[src/rtl/fee_request_arbiter.sv]
// Round-robin arbiter that shares one fee calculator among NUM_LANES exit lanes.
// A grant latches the lane's operands, fires a one-cycle start pulse and returns the fee with a done pulse.
module fee_request_arbiter #(
    parameter int NUM_LANES = 4,
    parameter int TIMEOUT   = 64
) (
    input  logic                      clk,
    input  logic                      reset,
    input  logic [NUM_LANES-1:0]      lane_req,
    input  logic [32*NUM_LANES-1:0]   lane_entry_time,
    input  logic [32*NUM_LANES-1:0]   lane_exit_time,
    input  logic [8*NUM_LANES-1:0]    lane_vehicle_id,
    output logic [NUM_LANES-1:0]      lane_grant,
    output logic [NUM_LANES-1:0]      lane_done,
    output logic [7:0]                lane_fee,
    output logic                      lane_error,
    output logic [31:0]               calc_entry_time,
    output logic [31:0]               calc_exit_time,
    output logic [7:0]                calc_vehicle_id,
    output logic                      calculate_fee,
    input  logic [7:0]                fee_amount,
    input  logic                      fee_valid,
    output logic                      busy
);

    localparam int LW = (NUM_LANES > 1) ? $clog2(NUM_LANES) : 1;
    localparam int CW = $clog2(TIMEOUT + 1);
    localparam logic [NUM_LANES-1:0] ONE_LANE = NUM_LANES'(1);

    typedef enum logic [1:0] {
        IDLE = 2'd0,
        WAIT = 2'd1,
        DONE = 2'd2
    } state_t;

    state_t                 state_r, state_nx_s;
    logic [LW-1:0]          ptr_r, ptr_nx_s;
    logic [LW-1:0]          win_r, win_nx_s;
    logic [CW-1:0]          cnt_r, cnt_nx_s;
    logic [NUM_LANES-1:0]   grant_r, grant_nx_s;
    logic [NUM_LANES-1:0]   done_r, done_nx_s;
    logic [7:0]             fee_r, fee_nx_s;
    logic                   error_r, error_nx_s;
    logic [31:0]            entry_r, entry_nx_s;
    logic [31:0]            exit_r, exit_nx_s;
    logic [7:0]             id_r, id_nx_s;
    logic                   start_r, start_nx_s;
    logic                   busy_r, busy_nx_s;

    logic                   found_s;
    logic [LW-1:0]          pick_s;
    logic [LW-1:0]          cand_s;

    // Round-robin search: first requesting lane strictly after the pointer, wrapping.
    always_comb begin
        found_s = 1'b0;
        pick_s  = '0;
        cand_s  = '0;
        for (int off = 1; off <= NUM_LANES; off++) begin
            cand_s = LW'((int'(ptr_r) + off) % NUM_LANES);
            if (!found_s && lane_req[cand_s]) begin
                found_s = 1'b1;
                pick_s  = cand_s;
            end else begin
                found_s = found_s;
            end
        end
    end

    // Next-state and next-output logic for the grant / wait / done sequence.
    always_comb begin
        state_nx_s = state_r;
        ptr_nx_s   = ptr_r;
        win_nx_s   = win_r;
        cnt_nx_s   = cnt_r;
        grant_nx_s = grant_r;
        done_nx_s  = '0;
        fee_nx_s   = fee_r;
        error_nx_s = 1'b0;
        entry_nx_s = entry_r;
        exit_nx_s  = exit_r;
        id_nx_s    = id_r;
        start_nx_s = 1'b0;
        case (state_r)
            IDLE: begin
                if (found_s) begin
                    state_nx_s = WAIT;
                    win_nx_s   = pick_s;
                    cnt_nx_s   = '0;
                    grant_nx_s = ONE_LANE << pick_s;
                    entry_nx_s = lane_entry_time[32*pick_s +: 32];
                    exit_nx_s  = lane_exit_time[32*pick_s +: 32];
                    id_nx_s    = lane_vehicle_id[8*pick_s +: 8];
                    start_nx_s = 1'b1;
                end else begin
                    grant_nx_s = '0;
                end
            end
            WAIT: begin
                // A strobe coincident with the start pulse belongs to no operation of ours.
                if (fee_valid && !start_r) begin
                    state_nx_s = DONE;
                    fee_nx_s   = fee_amount;
                    done_nx_s  = grant_r;
                    grant_nx_s = '0;
                    ptr_nx_s   = win_r;
                end else if (cnt_r == CW'(TIMEOUT)) begin
                    state_nx_s = DONE;
                    fee_nx_s   = 8'hFF;
                    error_nx_s = 1'b1;
                    done_nx_s  = grant_r;
                    grant_nx_s = '0;
                    ptr_nx_s   = win_r;
                end else begin
                    cnt_nx_s = cnt_r + CW'(1);
                end
            end
            DONE: begin
                state_nx_s = IDLE;
            end
            default: begin
                state_nx_s = IDLE;
                grant_nx_s = '0;
            end
        endcase
        busy_nx_s = (state_nx_s != IDLE);
    end

    // State and output registers; reset clears everything and points priority at lane 0.
    always_ff @(posedge clk or negedge reset) begin
        if (!reset) begin
            state_r <= IDLE;
            ptr_r   <= LW'(NUM_LANES - 1);
            win_r   <= '0;
            cnt_r   <= '0;
            grant_r <= '0;
            done_r  <= '0;
            fee_r   <= 8'h00;
            error_r <= 1'b0;
            entry_r <= 32'd0;
            exit_r  <= 32'd0;
            id_r    <= 8'd0;
            start_r <= 1'b0;
            busy_r  <= 1'b0;
        end else begin
            state_r <= state_nx_s;
            ptr_r   <= ptr_nx_s;
            win_r   <= win_nx_s;
            cnt_r   <= cnt_nx_s;
            grant_r <= grant_nx_s;
            done_r  <= done_nx_s;
            fee_r   <= fee_nx_s;
            error_r <= error_nx_s;
            entry_r <= entry_nx_s;
            exit_r  <= exit_nx_s;
            id_r    <= id_nx_s;
            start_r <= start_nx_s;
            busy_r  <= busy_nx_s;
        end
    end

    assign lane_grant      = grant_r;
    assign lane_done       = done_r;
    assign lane_fee        = fee_r;
    assign lane_error      = error_r;
    assign calc_entry_time = entry_r;
    assign calc_exit_time  = exit_r;
    assign calc_vehicle_id = id_r;
    assign calculate_fee   = start_r;
    assign busy            = busy_r;

endmodule
[config.mk]
export PLATFORM = sky130hd
export DESIGN_NAME = fee_request_arbiter
export DESIGN_NICKNAME = d
export VERILOG_FILES = /design/src/rtl/fee_request_arbiter.sv
export SDC_FILE = /design/constraint.sdc
export NUM_CORES = 1
export LEC_CHECK = 0
export CELL_PAD_IN_SITES_DETAIL_PLACEMENT = 0
export CELL_PAD_IN_SITES_GLOBAL_PLACEMENT = 1
export CORE_MARGIN = 4
export CORE_UTILIZATION = 25
export CTS_BUF_LIST = sky130_fd_sc_hd__clkbuf_8 sky130_fd_sc_hd__clkbuf_16
export CTS_CLUSTER_DIAMETER = 40
export DETAILED_ROUTE_END_ITERATION = 7
export PLACE_DENSITY = 0.89
export SETUP_SLACK_MARGIN = 0.05
export SLEW_MARGIN = 20
export SYNTH_ARGS = -nofsm -noshare
export SYNTH_HDL_FRONTEND = slang
export SYNTH_SLANG_ARGS = --single-unit
[constraint.sdc]
create_clock -name clk -period 1.9 [get_ports clk]
set_input_delay 0.475 -clock clk [delete_from_list [all_inputs] [get_ports clk]]
set_output_delay 0.475 -clock clk [all_outputs]
set_load 0.01 [all_outputs]
* Word level (Yosys, flattened, before mapping)
Cells that the tools add are included.
** Storage, ports and cells
- Memory bits (writable) :: 0
- Bits in registers :: 104
- Bits in read-only memories :: 0
- Memories kept :: 0
- Latch bits :: 0
** Operators by class
- Reduce and logical (&&, ||, !) cells :: 16
- $lt $le $gt $ge :: 4
- Shifts and indexed selects :: 4
- Equal/unequal tests :: 7
- Multiply operators :: 0
- $add $sub $neg :: 5
- Bitwise operators :: 1
- Multiplexer cells :: 40
- Divide/modulo/power cells :: 0
** Operators with widths (count)
- $shiftx 128x8->32 :: 2
- $shiftx 32x6->8 :: 1
- $mux 4 :: 6
- $mux 7 :: 3
- $mux 2 :: 9
- $mux 8 :: 2
- $pmux 7 s2 :: 1
- $mux 1 :: 13
- $lt 2x3->1 const B :: 4
- $pmux 4 s3 :: 1
- $bmux 1 s2 :: 4
- $add 7x1->7 const B :: 1
- $eq 7x7->1 const B :: 1
- $ne 2x2->1 const B :: 3
- $reduce_and 2->1 :: 3
- $reduce_bool 2->1 :: 3
- $add 2x1->2 const B :: 2
- $add 2x2->2 const B :: 2
- $logic_and 1x1->1 :: 4
- $logic_not 1->1 :: 4
- $pmux 2 s2 :: 1
- $reduce_and 4->1 :: 1
- $shl 1x2->4 const A :: 1
- $ne 3x3->1 const B :: 1
- other kinds (4) :: 4

* Longest topological paths before layout
Gate-level depths: netlist of run 1.
- Depth after elaboration :: 16
- Depth in mapped cells :: 8

* Worst setup path before layout of run 1
No wires, ideal clock.
- Kind :: input -> register
- From :: input port lane_req[3]
- To :: register entry_r[0] (netlist: calc_entry_time[0])
- Stages :: 6
- Path slack :: 168 ps
- Required time :: 1818 ps
- Library setup time :: 82 ps
- Path buffers :: 2
- Arrival :: 1650 ps
- Cell sequence :: buf_2 > or3_1 > o211ai_4 > buf_6 > a221oi_2 > a31oi_1
** Between the ends
- Cells in the longest elaborated chain, start to end :: 13
** Ends and longest elaborated chain
- start: declaration :: RTL line 9 : input logic [NUM_LANES-1:0] lane_req,
- $bmux 1 s2 :: RTL line 61 : if (!found_s && lane_req[cand_s]) begin
- $mux 1 (implied by the code) :: RTL line 61
- $mux 1 :: RTL line 61
- $logic_not 1->1 :: RTL line 61
- $logic_and 1x1->1 :: RTL line 61
- $mux 1 :: RTL line 61
- $logic_not 1->1 :: RTL line 61
- $logic_and 1x1->1 :: RTL line 61
- $mux 1 :: RTL line 61
- $logic_not 1->1 :: RTL line 61
- $logic_and 1x1->1 :: RTL line 61
- $mux 2 / $mux 1 (equally long branches) :: RTL line 61
- $shiftx 128x8->32 / $reduce_and 2->1 (equally long branches)
- end signal: assignment :: RTL line 154 : entry_r <= entry_nx_s;
- end: declaration :: RTL line 44 : logic [31:0] entry_r, entry_nx_s;
Several ways; a longest one is shown, not always the timed one. The select of a mux whose other input is x is not followed.
A chain may end at the register's enable or synchronous reset.

* Worst setup path in the final report of run 1
- From :: register ptr_r[1]
- To :: register entry_r[3] (netlist: calc_entry_time[3])
** Between the ends
- Cells in the longest elaborated chain, start to end :: 14
** Ends and longest elaborated chain
- start: declaration :: RTL line 37 : logic [LW-1:0] ptr_r, ptr_nx_s;
- start signal: assignment :: RTL line 133 : ptr_r <= LW'(NUM_LANES - 1);
- start signal: assignment :: RTL line 147 : ptr_r <= ptr_nx_s;
- $add 2x1->2 :: RTL line 60 : cand_s = LW'((int'(ptr_r) + off) % NUM_LANES);
- $bmux 1 s2 :: RTL line 61
- $mux 1 (implied by the code) :: RTL line 61
- $mux 1 :: RTL line 61
- $logic_not 1->1 :: RTL line 61
- $logic_and 1x1->1 :: RTL line 61
- $mux 1 :: RTL line 61
- $logic_not 1->1 :: RTL line 61
- $logic_and 1x1->1 :: RTL line 61
- $mux 1 :: RTL line 61
- $logic_not 1->1 :: RTL line 61
- $logic_and 1x1->1 :: RTL line 61
- $mux 2 / $mux 1 (equally long branches) :: RTL line 61
- $shiftx 128x8->32 / $reduce_and 2->1 (equally long branches)
Several ways; a longest one is shown, not always the timed one. The select of a mux whose other input is x is not followed.

==> results of run 1 <==
routing by layer:
layer / global-route usage / vias up / wire [um]
li1: - / 3228 / -
met1: 0.241 / 3299 / 10800
met2: 0.339 / 351 / 13300
met3: 0.0515 / 42 / 2260
met4: 0.0648 / 0 / 699
met5: 0 / - / 0
cell families after synthesis:
group / after synthesis / synth area share
fa+ha+maj: 2 / 0.00426
flops: 104 / 0.444
mux: 3 / 0.00554
xor+xnor: 1 / 0.00149
buf+inv: 76 / 0.0644
compound gates: 257 / 0.350
simple gates: 188 / 0.131
worst min path at each step:
stage,start,endpoint,depth (start not counted)
after floorplan,reset,busy,0
after global placement,cnt_r[6],cnt_r[6],1
after detailed placement,win_r[0],win_r[0],2
after CTS,reset,lane_fee[0],2
after global routing,reset,lane_fee[0],2
final,reset,lane_fee[3],2
cells in the mapped netlist, drive strengths merged, types with 6 or more instances:
cell type  count  share of area
buf           33          0.036
nor2          76          0.049
inv            7         0.0045
o21ai          9         0.0077
a31oi         72          0.077
dfrtp        102           0.43
clkbuf        36          0.023
a221oi        73           0.13
nand2         85          0.054
o211ai        73          0.096
a21oi          6         0.0051
o22a           8          0.012
flip-flops by register name, summed over array words and instances, names as in the netlist:
register / count
ptr_r: 2
lane_error: 1
lane_fee: 8
calc_exit_time: 32
win_r: 2
busy: 1
calc_vehicle_id: 8
lane_grant: 4
calc_entry_time: 32
lane_done: 4
calculate_fee: 1
state_r: 2
cnt_r: 7
cell usage in the layout, fill, tap and decap left out, types with 8 or more instances in the layout:
master / count
dfrtp_1: 102
nor2_1: 76
a221oi_2: 22
nand2_1: 85
buf_12: 26
clkdlybuf4s50_1: 387
clkbuf_16: 10
a221oi_1: 50
a31oi_1: 72
buf_4: 37
o22a_1: 8
o211ai_1: 72
o21ai_0: 8
where the power goes:
group	internal, W	leakage, nW	switching, W	total (W)
logic	0.00464	2.78	0.00430	0.00895
clock network	0.00107	0.159	0.000986	0.00205
registers	0.00327	1.21	0.000619	0.00389
layout make-up:
class / instances / area [um2] / share of cell area
Tap cell: 313 / 392 / 0.0354
Clock buffer: 9 / 225 / 0.0204
Inverter: 7 / 26.3 / 0.00238
Multi-Input combinational cell: 451 / 2970 / 0.269
Sequential cell: 104 / 2610 / 0.236
Clock inverter: 7 / 101 / 0.00916
Timing Repair Buffer: 456 / 4740 / 0.429
timing repair:
action	in CTS	in global routing
endpoints found under the setup margin	61	38
buffers inserted	0	3
resized for setup	7	4
pin swaps	1	1
cloned	0	1
stage by stage:
step           setup WS, ns  hold slack [ns]
2_1_floorplan         0.168            0.179
3_3_place_gp         -0.519            0.456
3_5_place_dp         -0.572            0.462
4_1_cts              0.0518           0.0932
5_1_grt             0.00811            0.103
6_report             0.0907           0.0909
worst max-delay path, stage by stage, from the launching register on:
cell,delay [ns]
dfstp_2,0.61
a21oi_1,0.10
o211a_4,0.26
buf_12,0.17
buf_4,0.18
a221oi_2,0.22
a31oi_1,0.11
==> out/metrics.cfg, run 1 <==
[global_route]
antenna_found_initial=0
grt_max_degree=62
grt_first_pass_wirelength_um=40500
grt_pass1_vias=7045
grt_usage=0.197
overflow=0

[clock_network]
cts_inserted_buffers=9
cts.clk_slew.worst_paths_ns=0.09
root_buffer=clkbuf_16
hold_buffers=0
clk_latency_ns=0.36
cts_buffer_depth=2
cts_max_level=3
cts_num_sinks=104
cts_tree=built

[route]
drt-pass1-iter-count=5
via_count=6920
drt-vias-per-instance=5.14
drt-initial-drc-count=436
wl_per_cell_um=20.0
totalWireLength_um=27000
drcViolationCount=0
antenna_left=0

[floorplanning]
die_y_um=161
coreArea_um2=22800
die_area_um2=26000
fp.dieW_um=161
start_util=0.257
ios=394
core.rowCount=55

[critical_path]
critical_path_class=reg2reg
crit_path_start=ptr_r[1]
crit_end=calc_entry_time[3]
cp-end-kind=register
r2r_cells=6
critPathMaxFanout=34
required_ns=2.13
rrSetupSlack_ns=0.09
cp-start-kind=register
reg2reg_from=ptr_r[1]
worstPathArrival_ns=2.04
r2r-end=calc_entry_time[3]

[sta]
setup_tns_ns=0
rsz0062_at_grt=true
finClkSkew_ns=0.0126
period_share=0.952
relSlewSlack=0.641
fmax_ghz=0.553
setup_viol=0
fin_crit_ns=1.81
hold_viol=0
worst_pin_slew_ns=0.534
maxSlewViolCount=0

[power]
p_leak_nw=4.15
finalPower_w=0.0149
power.density_nw_per_um2=1350
peakVddDrop_mv=0.527

[synthesis]
ys_ff_latch=104
synth-async-reset-ratio=1.00
syn_area_per_cell_um2=9.31
synth-main-ff-cell=dfrtp_1
syn-cell-area_um2=5870
synth_nets=936
synth_edf_count=0
synthCells=631
synth_cell_type_count=44
yosysSeqAreaShare=0.444
synth_warnings=0

[placement]
routabilityCongestion=0.883
place_area_um2=10600
portBuffers=393
dp_cells=1327
dp_hpwl_um=20100

[layout]
post-route-util=0.484
nets=1334
drive_gt1_frac=0.114
diodes=0
finalInstanceArea_um2=11100
final_cells=1347
area_delta_synth_final_pct=88.4
fill_cells=2178

[hold_path]
min_path_type=in2async

[job]
drv_cap=0

[status]
status=complete, no violations

Power figures use the tool's default switching activity.
==> run 2, diff against run 1 <==
--- a/config.mk
+++ b/config.mk
@@ -13,6 +13,7 @@
 export CTS_CLUSTER_DIAMETER = 40
 export DETAILED_ROUTE_END_ITERATION = 7
 export PLACE_DENSITY = 0.89
+export REMOVE_ABC_BUFFERS = 1
 export SETUP_SLACK_MARGIN = 0.05
 export SLEW_MARGIN = 20
 export SYNTH_ARGS = -nofsm -noshare
==> out/metrics.cfg, run 2 (synthesized netlist as in run 1, its figures left out) <==
[status]
status=complete, no violations  ; unchanged

[critical_path]
worstPathArrival_ns=2.05  ; was 2.04 ns
r2r_cells=6  ; unchanged
cp-end-kind=register  ; unchanged
critPathMaxFanout=40  ; was 34
cp-start-kind=register  ; unchanged
r2r-end=calc_exit_time[20]  ; was calc_entry_time[3]
critical_path_class=reg2reg  ; unchanged
required_ns=2.13  ; about the same
reg2reg_from=ptr_r[1]  ; unchanged
rrSetupSlack_ns=0.08  ; was 0.09 ns

[global_route]
overflow=0  ; unchanged
grtUsageMet2=0.336  ; was 0.339
gr-max-usage-layer=met2  ; unchanged
grt_util_met3=0.0597  ; was 0.0515
antenna_found_initial=0  ; unchanged
grt_usage=0.192  ; was 0.197
grtUsageMet1=0.230  ; was 0.241
grt_first_pass_wirelength_um=39700  ; was 40500 um
grt_max_degree=65  ; was 62
grt_pass1_vias=6973  ; was 7045

[route]
via_count=6958  ; was 6920
antenna_left=0  ; unchanged
drt-pass1-iter-count=4  ; was 5
wl_per_cell_um=21.1  ; was 20.0 um
drt-vias-per-instance=5.17  ; was 5.14
drt-initial-drc-count=381  ; was 436
drcViolationCount=0  ; unchanged
totalWireLength_um=28400  ; was 27000 um

[sta]
period_share=0.958  ; was 0.952
rsz0062_at_grt=false  ; was true
fin_crit_ns=1.82  ; was 1.81 ns
relSlewSlack=0.669  ; was 0.641
maxSlewViolCount=0  ; unchanged
fmax_ghz=0.550  ; was 0.553 GHz
finClkSkew_ns=0.00847  ; was 0.0126 ns
hold_viol=0  ; unchanged
finalWorstSetupSlack_ns=0.0805  ; was 0.0907 ns
worst_pin_slew_ns=0.491  ; was 0.534 ns
setup_viol=0  ; unchanged
holdWs_ns=0.0874  ; was 0.0909 ns

[floorplanning]
core.rowCount=55  ; unchanged
start_util=0.257  ; unchanged
die_y_um=161  ; unchanged
fp.dieW_um=161  ; unchanged
die_area_um2=26000  ; unchanged
coreArea_um2=22800  ; unchanged
ios=394  ; unchanged

[layout]
final_common_cell=clkdlybuf4s50_1  ; unchanged
drive_gt1_frac=0.143  ; was 0.114
most-common-layout-cells=clkdlybuf4s50_1, dfrtp_1, nand2_1, nor2_1  ; unchanged
area_delta_synth_final_pct=91.5  ; was 88.4%
finalInstanceArea_um2=11200  ; was 11100 um2
diodes=0  ; unchanged
nets=1332  ; was 1334

[power]
peakVddDrop_mv=0.613  ; was 0.527 mV
finalPower_w=0.0151  ; was 0.0149 W
power.density_nw_per_um2=1340  ; was 1350 nW/um2
p_leak_nw=4.25  ; was 4.15 nW

[placement]
routabilityCongestion=0.856  ; was 0.883
dpl_worst_slack_ns=-0.430  ; was -0.572 ns
portBuffers=393  ; unchanged
dp_hpwl_um=19800  ; was 20100 um
place_area_um2=10500  ; was 10600 um2

[clock_network]
cts_max_level=3  ; unchanged
root_buffer=clkbuf_16  ; unchanged
cts_inserted_buffers=9  ; unchanged
cts_num_sinks=104  ; unchanged
cts.clk_slew.worst_paths_ns=0.08  ; was 0.09 ns
clk_latency_ns=0.36  ; about the same
cts_buffer_depth=2  ; unchanged
cts_tree=built  ; unchanged

[hold_path]
min_path_type=in2async  ; unchanged

[job]
drv_cap=0  ; unchanged

## run 2: worst max-delay path, cell delays in order, from the launching register on
cell and delay (ns):
dfstp_2 0.58, buf_4 0.17, nor2b_1 0.05, o21ba_2 0.24, buf_12 0.18, o211ai_1 0.30
a31oi_1 0.14
## run 2: worst max path at each step
stage                      startpoint                  end  slack [ns]  cells past startpoint
after floorplan           lane_req[0]        lane_grant[1]       -1.68                      5
after detailed placement  lane_req[2]   calc_exit_time[18]       -0.43                      7
after CTS                 lane_req[1]  calc_entry_time[29]       0.002                      7
after global routing         ptr_r[1]   calc_exit_time[20]        0.03                      6
final                        ptr_r[1]   calc_exit_time[20]        0.08                      6
after global placement    lane_req[2]  calc_entry_time[20]       -0.40                      6
## run 2: cell type report
cell class                      instances  area [um2]
Fill cell                            2182       11600
Clock inverter                          6        58.8
Sequential cell                       104        2610
Multi-Input combinational cell        451        3140
Tap cell                              313         392
Timing Repair Buffer                  454        4790
Inverter                                7        26.3
Clock buffer                           10         239
## run 2: layer usage
layer / share of wire / wire length [um]
met1: 0.40 / 11300
met3: 0.081 / 2310
met4: 0.021 / 605
met2: 0.50 / 14300
met5: 0 / 0
## run 2: metrics by stage
stage | util | TNS (ns) | cells
floorplan | - | -133.75 | 562
global placement | 0.458 | -26.88 | 1315
detailed placement | 0.458 | -28.98 | 1315
CTS | 0.472 | 0 | 1332
global route | 0.492 | 0 | 1345
finish | 0.492 | 0 | 1345
## run 2: what timing repair did
item                                    in CTS  in global routing
endpoints found under the setup margin      45                 91
cloned                                       0                  9
pin swaps                                    1                 37
hold buffers                                 0                  0
gates resized for setup                      3                 50
setup buffers                                1                  4
## run 2: where the power goes
group	total, W	leakage (nW)	internal, W	switching (W)
combinational	0.00925	2.90	0.00473	0.00452
sequential	0.00389	1.21	0.00327	0.000617
clock	0.00198	0.145	0.000965	0.00101
==> run 3, diff against run 2 <==
--- a/config.mk
+++ b/config.mk
@@ -5,8 +5,10 @@
 export SDC_FILE = /design/constraint.sdc
 export NUM_CORES = 1
 export LEC_CHECK = 0
+export CAP_MARGIN = 20
 export CELL_PAD_IN_SITES_DETAIL_PLACEMENT = 0
 export CELL_PAD_IN_SITES_GLOBAL_PLACEMENT = 1
+export CORE_ASPECT_RATIO = 0.6
 export CORE_MARGIN = 4
 export CORE_UTILIZATION = 25
 export CTS_BUF_LIST = sky130_fd_sc_hd__clkbuf_8 sky130_fd_sc_hd__clkbuf_16
==> out/metrics.cfg, run 3 (synthesized netlist as in run 1, its figures left out) <==
[status]
status=complete, no violations  ; unchanged

[layout]
finalInstanceArea_um2=11000  ; was 11200 um2
area_delta_synth_final_pct=87.3  ; was 91.5%
most-common-layout-cells=clkdlybuf4s50_1, dfrtp_1, nand2_1, nor2_1  ; unchanged
nets=1332  ; unchanged
final_common_cell=clkdlybuf4s50_1  ; unchanged
final_cells=1349  ; was 1345
drive_gt1_frac=0.120  ; was 0.143
post-route-util=0.477  ; was 0.492

[critical_path]
critPathTopFamily=buffers and inverters  ; was compound AO/OA/AOI/OAI gates
worstPathArrival_ns=1.33  ; was 2.05 ns
cp-end-kind=primary output  ; was register
critical_path_class=reg2out  ; was reg2reg
worstPathCellList=clkdlybuf4s50_1  ; was buf_4 -> nor2b_1 -> o21ba_2 -> buf_12 -> o211ai_1 -> a31oi_1
crit_buf_inv=1  ; was 2
cp-start-kind=register  ; unchanged
critPathMaxFanout=2  ; was 40
required_ns=1.42  ; was 2.13 ns
max_stage_delay_ns=0.57  ; was 0.58 ns
cp_slowest_cell=clkdlybuf4s50_1  ; was dfstp_2

[route]
via_count=7025  ; was 6958
drt-vias-per-instance=5.21  ; was 5.17
drt-pass1-iter-count=5  ; was 4
wl_per_cell_um=21.5  ; was 21.1 um
totalWireLength_um=28900  ; was 28400 um
antenna_left=0  ; unchanged
drcViolationCount=0  ; unchanged
drt-initial-drc-count=473  ; was 381

[power]
p_int_w=0.00869  ; was 0.00897 W
p_leak_nw=4.19  ; was 4.25 nW
power.density_nw_per_um2=1330  ; was 1340 nW/um2
p_comb_frac=0.601  ; was 0.612
switchingPower_w=0.00597  ; was 0.00615 W
finalPower_w=0.0147  ; was 0.0151 W
switching_share=0.407  ; about the same
pwr-share-seq=0.267  ; was 0.257
peakVddDrop_mv=0.677  ; was 0.613 mV
power_frac_clock=0.131  ; about the same

[sta]
maxSlewViolCount=0  ; unchanged
fmax_ghz=0.553  ; was 0.550 GHz
period_share=0.953  ; was 0.958
hold_viol=0  ; unchanged
fin_crit_ns=1.81  ; was 1.82 ns
setup_tns_ns=0  ; unchanged
finClkSkew_ns=0.0106  ; was 0.00847 ns
setup_viol=0  ; unchanged
rsz0062_at_grt=false  ; unchanged
worst_pin_slew_ns=0.585  ; was 0.491 ns
relSlewSlack=0.606  ; was 0.669

[placement]
dp_hpwl_um=21500  ; was 19800 um
portBuffers=393  ; unchanged
routabilityCongestion=0.813  ; was 0.856
place_area_um2=10500  ; about the same
dp_cells=1326  ; was 1315

[clock_network]
cts_inserted_buffers=9  ; unchanged
cts_tree=built  ; unchanged
cts_buffer_depth=2  ; unchanged
hold_buffers=0  ; unchanged
clk_latency_ns=0.37  ; was 0.36 ns
cts_max_level=3  ; unchanged
cts.clk_slew.worst_paths_ns=0.08  ; about the same
root_buffer=clkbuf_16  ; unchanged
cts_num_sinks=104  ; unchanged

[global_route]
grt_first_pass_wirelength_um=42500  ; was 39700 um
grt_max_degree=59  ; was 65
grt_usage=0.208  ; was 0.192
grt_pass1_vias=7091  ; was 6973
antenna_found_initial=2  ; was 0
overflow=0  ; unchanged

[hold_path]
min_path_type=in2async  ; unchanged

[floorplanning]
fp.dieW_um=206  ; was 161 um
coreArea_um2=23100  ; was 22800 um2
die_y_um=127  ; was 161 um
start_util=0.254  ; was 0.257
ios=394  ; unchanged
core.rowCount=43  ; was 55
die_area_um2=26100  ; was 26000 um2

[job]
drv_cap=0  ; unchanged

[run 3: area by class of cell]
cell class	count	area [um2]
Multi-Input combinational cell	451	3010
Fill cell	2164	12100
Timing Repair Buffer	454	4680
Clock buffer	9	225
Antenna cell	2	5.00
Tap cell	315	394
Sequential cell	104	2610
Clock inverter	7	62.6
Inverter	7	26.3
[run 3: layer usage]
layer / part of all wire / track usage / wire length [um] / vias to the layer above
met3: 0.099 / 0.0759 / 2870 / 40
met2: 0.46 / 0.333 / 13400 / 332
li1: - / - / - / 3228
met4: 0.017 / 0.0508 / 484 / 2
met5: 0.00045 / 0 / 13 / -
met1: 0.42 / 0.271 / 12100 / 3423
[run 3: repair_timing]
action,CTS,global route
cloned,0,1
buffers inserted,0,4
pin swaps,0,7
setup endpoints to repair,30,100
resized for setup,8,29
[run 3: through the flow]
step / worst slack, ns / hold slack [ns]
after floorplan: -1.68 / 0.179
after global placement: -0.363 / 0.457
after detailed placement: -0.391 / 0.465
after CTS: 0.0437 / 0.0868
after global routing: 0.0501 / 0.0926
final: 0.0900 / 0.0901
[run 3: worst paths after layout]
check,end,depth (start not counted),slack (ns),from
min in group clk,win_r[1],2,0.49,win_r[1]
max,calc_exit_time[25],1,0.09,calc_exit_time[25]
min reg2reg,win_r[1],2,0.49,win_r[1]
max in group asynchronous,calc_entry_time[25],2,1.48,reset
max reg2reg,calc_entry_time[4],6,0.12,ptr_r[1]
min,calc_exit_time[2],2,0.09,reset
[run 3: power by group through the flow]
stage | combinational, W | clock [W] | sequential (W)
after floorplan | 0.00332 | 0 | 0.00429
after global placement | 0.00850 | 0 | 0.00395
after detailed placement | 0.00857 | 0 | 0.00399
after CTS | 0.00861 | 0.00200 | 0.00394
after global routing | 0.00951 | 0.00209 | 0.00405
final | 0.00882 | 0.00193 | 0.00392
